--- src/rtl/oldland_fetch.sv ---
// ---------------------------------------------------------------------------
// oldland_fetch : PC owner and instruction fetch stage feeding oldland_decode
// Revision 1.0
// ---------------------------------------------------------------------------
`default_nettype none

module oldland_fetch #(
  parameter logic [31:0] RESET_PC     = 32'h00000000,
  parameter logic [31:0] BUBBLE_INSTR = 32'h00000000
) (
  input  logic        clk,
  input  logic        rst_n,
  output logic [31:0] i_addr,
  output logic        i_req,
  input  logic        i_ack,
  input  logic [31:0] i_data,
  input  logic        stall,
  input  logic        branch_taken,
  input  logic [31:0] branch_pc,
  output logic [31:0] instr,
  output logic [31:0] pc_plus_4,
  output logic        instr_valid
);

  typedef enum logic [1:0] {
    S_FETCH = 2'd0,
    S_HOLD  = 2'd1,
    S_DRAIN = 2'd2
  } state_t;

  state_t      r_state,     w_state_nxt;
  logic        r_req,       w_req_nxt;
  logic [31:0] r_pc,        w_pc_nxt;
  logic [31:0] r_addr,      w_addr_nxt;
  logic [31:0] r_instr,     w_instr_nxt;
  logic [31:0] r_pc4,       w_pc4_nxt;
  logic        r_valid,     w_valid_nxt;
  logic [31:0] r_skid_data, w_skid_data_nxt;
  logic [31:0] r_skid_pc4,  w_skid_pc4_nxt;

  logic        w_ack;
  logic [31:0] w_branch_tgt;
  logic [31:0] w_pc_inc;

  // An ack only completes a transfer while a request is actually on the bus.
  assign w_ack        = r_req & i_ack;
  assign w_branch_tgt = {branch_pc[31:2], 2'b00};
  assign w_pc_inc     = r_pc + 32'd4;

  always_ff @(posedge clk or negedge rst_n) begin
    if (!rst_n) begin
      r_state <= S_FETCH;
    end else begin
      r_state <= w_state_nxt;
    end
  end

  always_comb begin
    w_state_nxt     = r_state;
    w_pc_nxt        = r_pc;
    w_addr_nxt      = r_addr;
    w_instr_nxt     = r_instr;
    w_pc4_nxt       = r_pc4;
    w_valid_nxt     = r_valid;
    w_skid_data_nxt = r_skid_data;
    w_skid_pc4_nxt  = r_skid_pc4;

    if (branch_taken) begin
      w_pc_nxt    = w_branch_tgt;
      w_instr_nxt = BUBBLE_INSTR;
      w_valid_nxt = 1'b0;
      unique case (r_state)
        S_FETCH: begin
          // With no request in flight there is nothing to drain.
          if (w_ack || !r_req) begin
            w_addr_nxt = w_branch_tgt;
          end else begin
            w_state_nxt = S_DRAIN;
          end
        end
        S_HOLD: begin
          w_addr_nxt  = w_branch_tgt;
          w_state_nxt = S_FETCH;
        end
        S_DRAIN: begin
          if (w_ack) begin
            w_addr_nxt  = w_branch_tgt;
            w_state_nxt = S_FETCH;
          end
        end
        default: w_state_nxt = S_FETCH;
      endcase
    end else begin
      unique case (r_state)
        S_FETCH: begin
          if (w_ack) begin
            w_pc_nxt   = w_pc_inc;
            w_addr_nxt = w_pc_inc;
            if (stall) begin
              w_skid_data_nxt = i_data;
              w_skid_pc4_nxt  = r_addr + 32'd4;
              w_state_nxt     = S_HOLD;
            end else begin
              w_instr_nxt = i_data;
              w_pc4_nxt   = r_addr + 32'd4;
              w_valid_nxt = 1'b1;
            end
          end else if (!stall) begin
            w_instr_nxt = BUBBLE_INSTR;
            w_valid_nxt = 1'b0;
          end
        end
        // Being in HOLD is what marks the skid buffer as occupied.
        S_HOLD: begin
          if (!stall) begin
            w_instr_nxt = r_skid_data;
            w_pc4_nxt   = r_skid_pc4;
            w_valid_nxt = 1'b1;
            w_addr_nxt  = r_pc;
            w_state_nxt = S_FETCH;
          end
        end
        S_DRAIN: begin
          if (w_ack) begin
            w_addr_nxt  = r_pc;
            w_state_nxt = S_FETCH;
          end
        end
        default: w_state_nxt = S_FETCH;
      endcase
    end

    w_req_nxt = (w_state_nxt != S_HOLD);
  end

  always_ff @(posedge clk or negedge rst_n) begin
    if (!rst_n) begin
      r_req       <= 1'b0;
      r_pc        <= RESET_PC;
      r_addr      <= RESET_PC;
      r_instr     <= BUBBLE_INSTR;
      r_pc4       <= 32'd0;
      r_valid     <= 1'b0;
      r_skid_data <= 32'd0;
      r_skid_pc4  <= 32'd0;
    end else begin
      r_req       <= w_req_nxt;
      r_pc        <= w_pc_nxt;
      r_addr      <= w_addr_nxt;
      r_instr     <= w_instr_nxt;
      r_pc4       <= w_pc4_nxt;
      r_valid     <= w_valid_nxt;
      r_skid_data <= w_skid_data_nxt;
      r_skid_pc4  <= w_skid_pc4_nxt;
    end
  end

  assign i_addr      = r_addr;
  assign i_req       = r_req;
  assign instr       = r_instr;
  assign pc_plus_4   = r_pc4;
  assign instr_valid = r_valid;

endmodule

`default_nettype wire

--- config.mk ---
export PLATFORM = sky130hd
export DESIGN_NAME = oldland_fetch
export DESIGN_NICKNAME = d
export VERILOG_FILES = /design/src/rtl/oldland_fetch.sv
export SDC_FILE = /design/constraint.sdc
export NUM_CORES = 1
export LEC_CHECK = 0
export ABC_AREA = 1
export CORE_MARGIN = 2
export CORE_UTILIZATION = 50
export DETAILED_ROUTE_END_ITERATION = 16
export GPL_TIMING_DRIVEN = 0
export HOLD_SLACK_MARGIN = 0.15
export PLACE_DENSITY_LB_ADDON = 0.08
export RECOVER_POWER = 25
export SLEW_MARGIN = 15
export SYNTH_ARGS = -nofsm -noshare
export SYNTH_HDL_FRONTEND = slang
export SYNTH_SLANG_ARGS = --single-unit
export TNS_END_PERCENT = 5
--- constraint.sdc ---
create_clock -name clk -period 5 [get_ports clk]
set_clock_uncertainty 0.05 [all_clocks]
set_input_delay 1 -clock clk [delete_from_list [all_inputs] [get_ports clk]]
set_output_delay 1 -clock clk [all_outputs]
set_load 0.05 [all_outputs]
==> results of run 1 <==
-- power by group through the flow --
stage	clock network [mW]	logic [mW]	registers, mW
3_3_place_gp	0	4.50	2.81
5_1_grt	1.44	4.97	2.87
2_1_floorplan	0	2.01	3.75
6_report	1.35	4.59	2.80
4_1_cts	1.38	4.58	2.79
3_5_place_dp	0	4.56	2.81
-- routing by layer --
metal | wire length, µm | up-vias
li1 | - | 5032
met1 | 14200 | 4941
met2 | 15600 | 437
met3 | 2470 | 72
met4 | 1160 | 0
met5 | 0 | -
-- placed cells by master, fill, tap and decap left out, types with 4 or more instances in the layout --
master | netlist | final
nand2_1 | 451 | 451
dfrtp_1 | 191 | 191
clkdlybuf4s50_1 | 0 | 163
nor2_1 | 159 | 159
inv_1 | 125 | 125
a21oi_1 | 109 | 109
nand3_1 | 75 | 75
o21ai_0 | 60 | 60
o22ai_1 | 36 | 36
clkbuf_1 | 34 | 34
buf_2 | 22 | 22
a31oi_1 | 18 | 18
clkbuf_16 | 0 | 17
xor2_1 | 16 | 16
o211ai_1 | 14 | 14
nor2_2 | 12 | 12
inv_2 | 10 | 10
a22oi_1 | 9 | 9
nand4_1 | 9 | 9
o221ai_1 | 8 | 8
ha_1 | 8 | 8
o21ai_1 | 7 | 7
nor3_1 | 7 | 7
buf_1 | 7 | 7
buf_4 | 6 | 6
inv_6 | 0 | 6
nand2_2 | 5 | 5
o21a_1 | 4 | 4
nor2_4 | 4 | 4
nand3b_1 | 4 | 4
-- cell families (layout without fill, tap and decap cells) --
family / Yosys count / after routing / synth area share
fa+ha+maj: 8 / 8 / 0.00954
buf+inv: 205 / 402 / 0.0781
xor+xnor: 19 / 19 / 0.0159
flops: 191 / 191 / 0.455
simple gates: 741 / 741 / 0.292
compound gates: 274 / 274 / 0.150
-- worst paths after layout --
| check | start | to | slack (ns) | depth (start not counted) |
|---|---|---|---|---|
| worst max-delay path | i_addr[5] | i_addr[5] | 2.04 | 1 |
| worst min-delay path | r_skid_data[4] | r_skid_data[4] | 0.43 | 2 |
| worst max register to register | r_state[1] | i_addr[14] | 2.56 | 8 |
| worst min register to register | r_skid_data[4] | r_skid_data[4] | 0.43 | 2 |
| max in group asynchronous | rst_n | r_skid_pc4[28] | 2.23 | 1 |
| min in group asynchronous | rst_n | instr[1] | 1.22 | 1 |
-- registers in the layout (all words and copies together), names as in the netlist --
register and count:
r_skid_data 32, r_skid_pc4 31, r_pc 30, i_addr 31, pc_plus_4 31, i_req 1, instr_valid 1, instr 32
r_state 2
-- through the flow --
| step | hold slack (ns) | cells | setup TNS [ns] | util |
|---|---|---|---|---|
| detailed placement | 0.408 | 1878 | 0 | 0.601 |
| CTS | 0.427 | 1910 | 0 | 0.629 |
| finish | 0.426 | 1910 | 0 | 0.628 |
| global placement | 0.403 | 1877 | -1024.90 | 0.600 |
| global route | 0.440 | 1910 | 0 | 0.628 |
| floorplan | 0.387 | 1438 | 0 | - |
-- cell type report --
| class | count | share of cell area |
|---|---|---|
| multi-input combinational | 1042 | 0.374 |
| sequential | 191 | 0.365 |
| timing repair buffer | 165 | 0.127 |
| inverter | 136 | 0.0390 |
| clock buffer | 17 | 0.0325 |
| tap | 275 | 0.0263 |
| buffer | 69 | 0.0236 |
| clock inverter | 15 | 0.0115 |
==> results.py, run 1 <==
metrics = {
    "run_status": {
        "status": "finished with violations",
        "violations": "capacitance limit, slew limit",
    },
    "power": {
        "p_total_mw": 8.74,
        "combPwrFrac": 0.525,
        "cell_internal_pwr_mw": 4.31,
        "seqPwrFrac": 0.320,
        "power.switching_mw": 4.43,
        "netSwitchingFraction": 0.507,
        "p_leak_nw": 6.12,
        "ir_drop_mv": 0.612,
        "powerDensity_mw_per_mm2": 668,
        "pwr-share-clk": 0.155,
    },
    "grt": {
        "grt_max_degree": 101,
        "grt_pass1_vias": 9830,
        "grt.busiest_layer": "met2",
        "use_met3": 0.0453,
        "met1_usage": 0.420,
        "grt_use_met2": 0.490,
        "grt_usage": 0.306,
        "grt_pass1_wl_um": 52500,
        "overflow": 0,
        "antenna_found_initial": 0,
    },
    "place": {
        "dp_hpwl_um": 25000,
        "gp_congestion": 0.964,
        "io_buffers": 164,
        "dp_slack_ns": 2.02,
        "place_area_mm2": 0.0125,
    },
    "synthesis": {
        "yosysSeqAreaShare": 0.455,
        "synth.most_common_cell": "nand2_1",
        "syn_nets": 1515,
        "yosys.area.top_type": "dfrtp_1",
        "synthTopCellsByCount": "451 x nand2_1, 191 x dfrtp_1, 159 x nor2_1",
        "synthFlopType": "dfrtp_1",
        "async_flop_share": 1.00,
        "ys_ff_latch": 191,
        "syn_avg_cell_area_um2": 7.30,
        "syn_area_mm2": 0.0105,
        "synthTopCellsByArea": "dfrtp_1 46%, nand2_1 16%, nor2_1 5.7%, a21oi_1 5.2%, inv_1 4.5%",
        "yosys.area.top_type_share": 0.455,
        "synth_cell_types": 42,
        "synth_warnings": 0,
        "synth_edf_count": 0,
        "synth_cells": 1438,
    },
    "critical_path": {
        "startpoint_type": "register",
        "cp.arrival_ns": 1.91,
        "cp_num_buf_inv": 1,
        "worstPathMaxFanout": 6,
        "critical_path_required_ns": 3.95,
        "crit_type": "reg -> out",
        "critPathSlowestCell": "clkdlybuf4s50_1",
        "path_delay_family": "buffers and inverters",
        "path_cells": "clkdlybuf4s50_1",
        "end_kind": "output port",
        "max_stage_delay_ns": 0.88,
    },
    "final_layout": {
        "fillers": 1924,
        "final_area_mm2": 0.0131,
        "layout.nets": 1699,
        "area_growth_pct": 24.6,
        "multi_input_area_mm2": 0.00490,
        "num_antenna_cells": 0,
        "drive_above_1_share": 0.0648,
        "seqCellArea_mm2": 0.00478,
    },
    "clock_network": {
        "post_cts_buffers": 0,
        "worstSkewPairLatency_ns": 0.45,
        "ctsResizeCount": 0,
        "cts_buffers": 17,
        "clockBufferDepth": 2,
        "numClockSinks": 191,
        "root_buffer": "clkbuf_16",
        "postCtsHoldBufs": 0,
        "cts_tree": "done",
        "clk_pin_slew_worst_paths_ns": 0.08,
        "ctsHtreeMaxLevel": 4,
    },
    "drt": {
        "ant_nets": 0,
        "wl_per_cell_um": 17.5,
        "dr.pass1.iters": 6,
        "num_vias": 10500,
        "routed_wl_um": 33500,
        "viasPerCell": 5.49,
        "drcViolationCount": 0,
        "drt-initial-drc-count": 1007,
    },
    "sta": {
        "tightest_slew_ns": 2.43,
        "setup_viol": 0,
        "setup_ws_ns": 2.04,
        "clock.fmax_mhz": 338,
        "grt_setup_unrepaired": "no",
        "drv_slew": 92,
        "slew_headroom": -0.622,
        "hold_viol_final": 0,
        "min_period_ns": 2.96,
        "finalCritPeriodShare": 0.592,
    },
    "floorplan": {
        "initial_core_util": 0.504,
        "die_h_um": 149,
        "die_x_um": 149,
        "placementRows": 53,
        "coreArea_mm2": 0.0208,
        "ios": 167,
        "dieArea_mm2": 0.0222,
    },
    "job": {
        "drv_cap": 1,
    },
    "min_path": {
        "hold_path_class": "reg -> reg",
    },
}
(Power assumes the default switching activity.)
==> inputs of run 2 (changes only) <==
Clock period 5 ns to 2.8 ns, I/O delays scaled along.
==> run 2 against run 1 <==
Against the previous run: the run now ends clean; register-to-register slack worse by 2.2 ns; total power rose by 79%; flip-flop and latch count did not move; sequential share of layout area about the same; non-clock buffer count up 1; first-iteration DRC count fell by 12%; critical path type unchanged; critical endpoint unchanged; largest cell class unchanged; highest routed layer unchanged.
==> results.py, run 2 (synthesis gave the netlist of run 1 again) <==
metrics = {
    "drt": {
        "wl_per_cell_um": 17.6,
        "drcViolationCount": 0,
        "ant_nets": 0,
        "drt-initial-drc-count": 882,
        "num_vias": 10500,
        "wl_met1_um": 14600,
        "viasPerCell": 5.50,
        "routed_wl_um": 33600,
        "dr.pass1.iters": 5,
        "top_layer": "met4",
        "wl_met2_um": 15600,
        "met3_length_um": 2250,
    },
    "place": {
        "dp_hpwl_um": 25000,
        "dp_slack_ns": 0.255,
        "place_area_mm2": 0.0125,
        "io_buffers": 164,
        "gp_congestion": 0.964,
    },
    "sta": {
        "finalCritPeriodShare": 0.905,
        "min_period_ns": 2.53,
        "setup_viol": 0,
        "tightest_slew_ns": 1.34,
        "hold_viol_final": 0,
        "drv_slew": 0,
        "tns_ns": 0,
        "setup_ws_ns": 0.267,
        "slew_headroom": 0.105,
        "clock.fmax_mhz": 395,
        "grt_setup_unrepaired": "no",
    },
    "clock_network": {
        "ctsResizeCount": 0,
        "numClockSinks": 191,
        "post_cts_buffers": 0,
        "root_buffer": "clkbuf_16",
        "clockBufferDepth": 2,
        "worstSkewPairLatency_ns": 0.44,
        "postCtsHoldBufs": 1,
        "cts_buffers": 17,
        "clk_pin_slew_worst_paths_ns": 0.08,
        "ctsHtreeMaxLevel": 4,
        "cts_tree": "done",
    },
    "critical_path": {
        "path_cells": "clkdlybuf4s50_1",
        "cp.arrival_ns": 1.92,
        "critical_path_required_ns": 2.19,
        "path_delay_family": "buffers and inverters",
        "critPathSlowestCell": "clkdlybuf4s50_1",
        "end_kind": "output port",
        "cp_num_buf_inv": 1,
        "worstPathMaxFanout": 6,
        "max_stage_delay_ns": 0.88,
        "crit_type": "reg -> out",
        "startpoint_type": "register",
    },
    "power": {
        "p_total_mw": 15.6,
        "powerDensity_mw_per_mm2": 1190,
        "ir_drop_mv": 1.09,
        "p_leak_nw": 6.12,
    },
    "job": {
        "drv_cap": 0,
    },
    "grt": {
        "grt_pass1_wl_um": 52500,
        "grt_pass1_vias": 9830,
        "grt_usage": 0.306,
        "antenna_found_initial": 0,
        "grt_max_degree": 101,
        "overflow": 0,
    },
    "min_path": {
        "hold_path_class": "reg -> reg",
    },
    "floorplan": {
        "die_h_um": 149,
        "placementRows": 53,
        "initial_core_util": 0.504,
        "dieArea_mm2": 0.0222,
        "ios": 167,
        "die_x_um": 149,
        "coreArea_mm2": 0.0208,
    },
    "final_layout": {
        "layout_commonest_cell": "nand2_1",
        "num_antenna_cells": 0,
        "mostFrequentLayoutCells": "451 x nand2_1, 191 x dfrtp_1, 163 x clkdlybuf4s50_1",
        "area_growth_pct": 24.7,
        "fillers": 1924,
        "final_area_mm2": 0.0131,
        "drive_above_1_share": 0.0648,
        "layout.nets": 1700,
    },
    "run_status": {
        "status": "finished clean",
    },
}
-- run 2: per-layer routing --
metal,track usage,vias up
li1,-,5032
met1,0.420,4978
met2,0.490,420
met3,0.0453,77
met4,0.122,0
met5,0,-
-- run 2: metrics by stage --
step	util	std cells	hold slack [ns]
after floorplan	-	1438	0.214
after global placement	0.600	1877	0.403
after detailed placement	0.601	1878	0.408
after CTS	0.629	1911	0.427
after global routing	0.629	1911	0.440
final	0.629	1911	0.426
-- run 2: report_power, final --
| group | total (mW) | switching (mW) | internal, mW |
|---|---|---|---|
| Sequential | 5.01 | 1.08 | 3.93 |
| Clock | 2.42 | 1.23 | 1.19 |
| Combinational | 8.20 | 5.62 | 2.58 |
-- run 2: layout make-up --
| type | count | area (µm²) | share of cell area |
|---|---|---|---|
| inverter | 136 | 510 | 0.0390 |
| multi-input combinational | 1042 | 4900 | 0.374 |
| buffer | 69 | 309 | 0.0236 |
| timing repair buffer | 166 | 1680 | 0.128 |
| clock buffer | 17 | 425 | 0.0325 |
| sequential | 191 | 4780 | 0.365 |
| tap | 275 | 344 | 0.0263 |
| clock inverter | 15 | 150 | 0.0115 |
-- run 2: path summary, 6_finish.rpt --
check                      slack [ns]  cells past startpoint              to            from
setup / recovery                 0.27                      1       i_addr[5]       i_addr[5]
hold / removal                   0.43                      2  r_skid_data[4]  r_skid_data[4]
setup reg to reg                 0.37                      8      i_addr[14]      r_state[1]
hold reg to reg                  0.43                      2  r_skid_data[4]  r_skid_data[4]
max in group asynchronous        0.67                      3  r_skid_pc4[12]           rst_n
min in group asynchronous        0.91                      2        instr[1]           rst_n
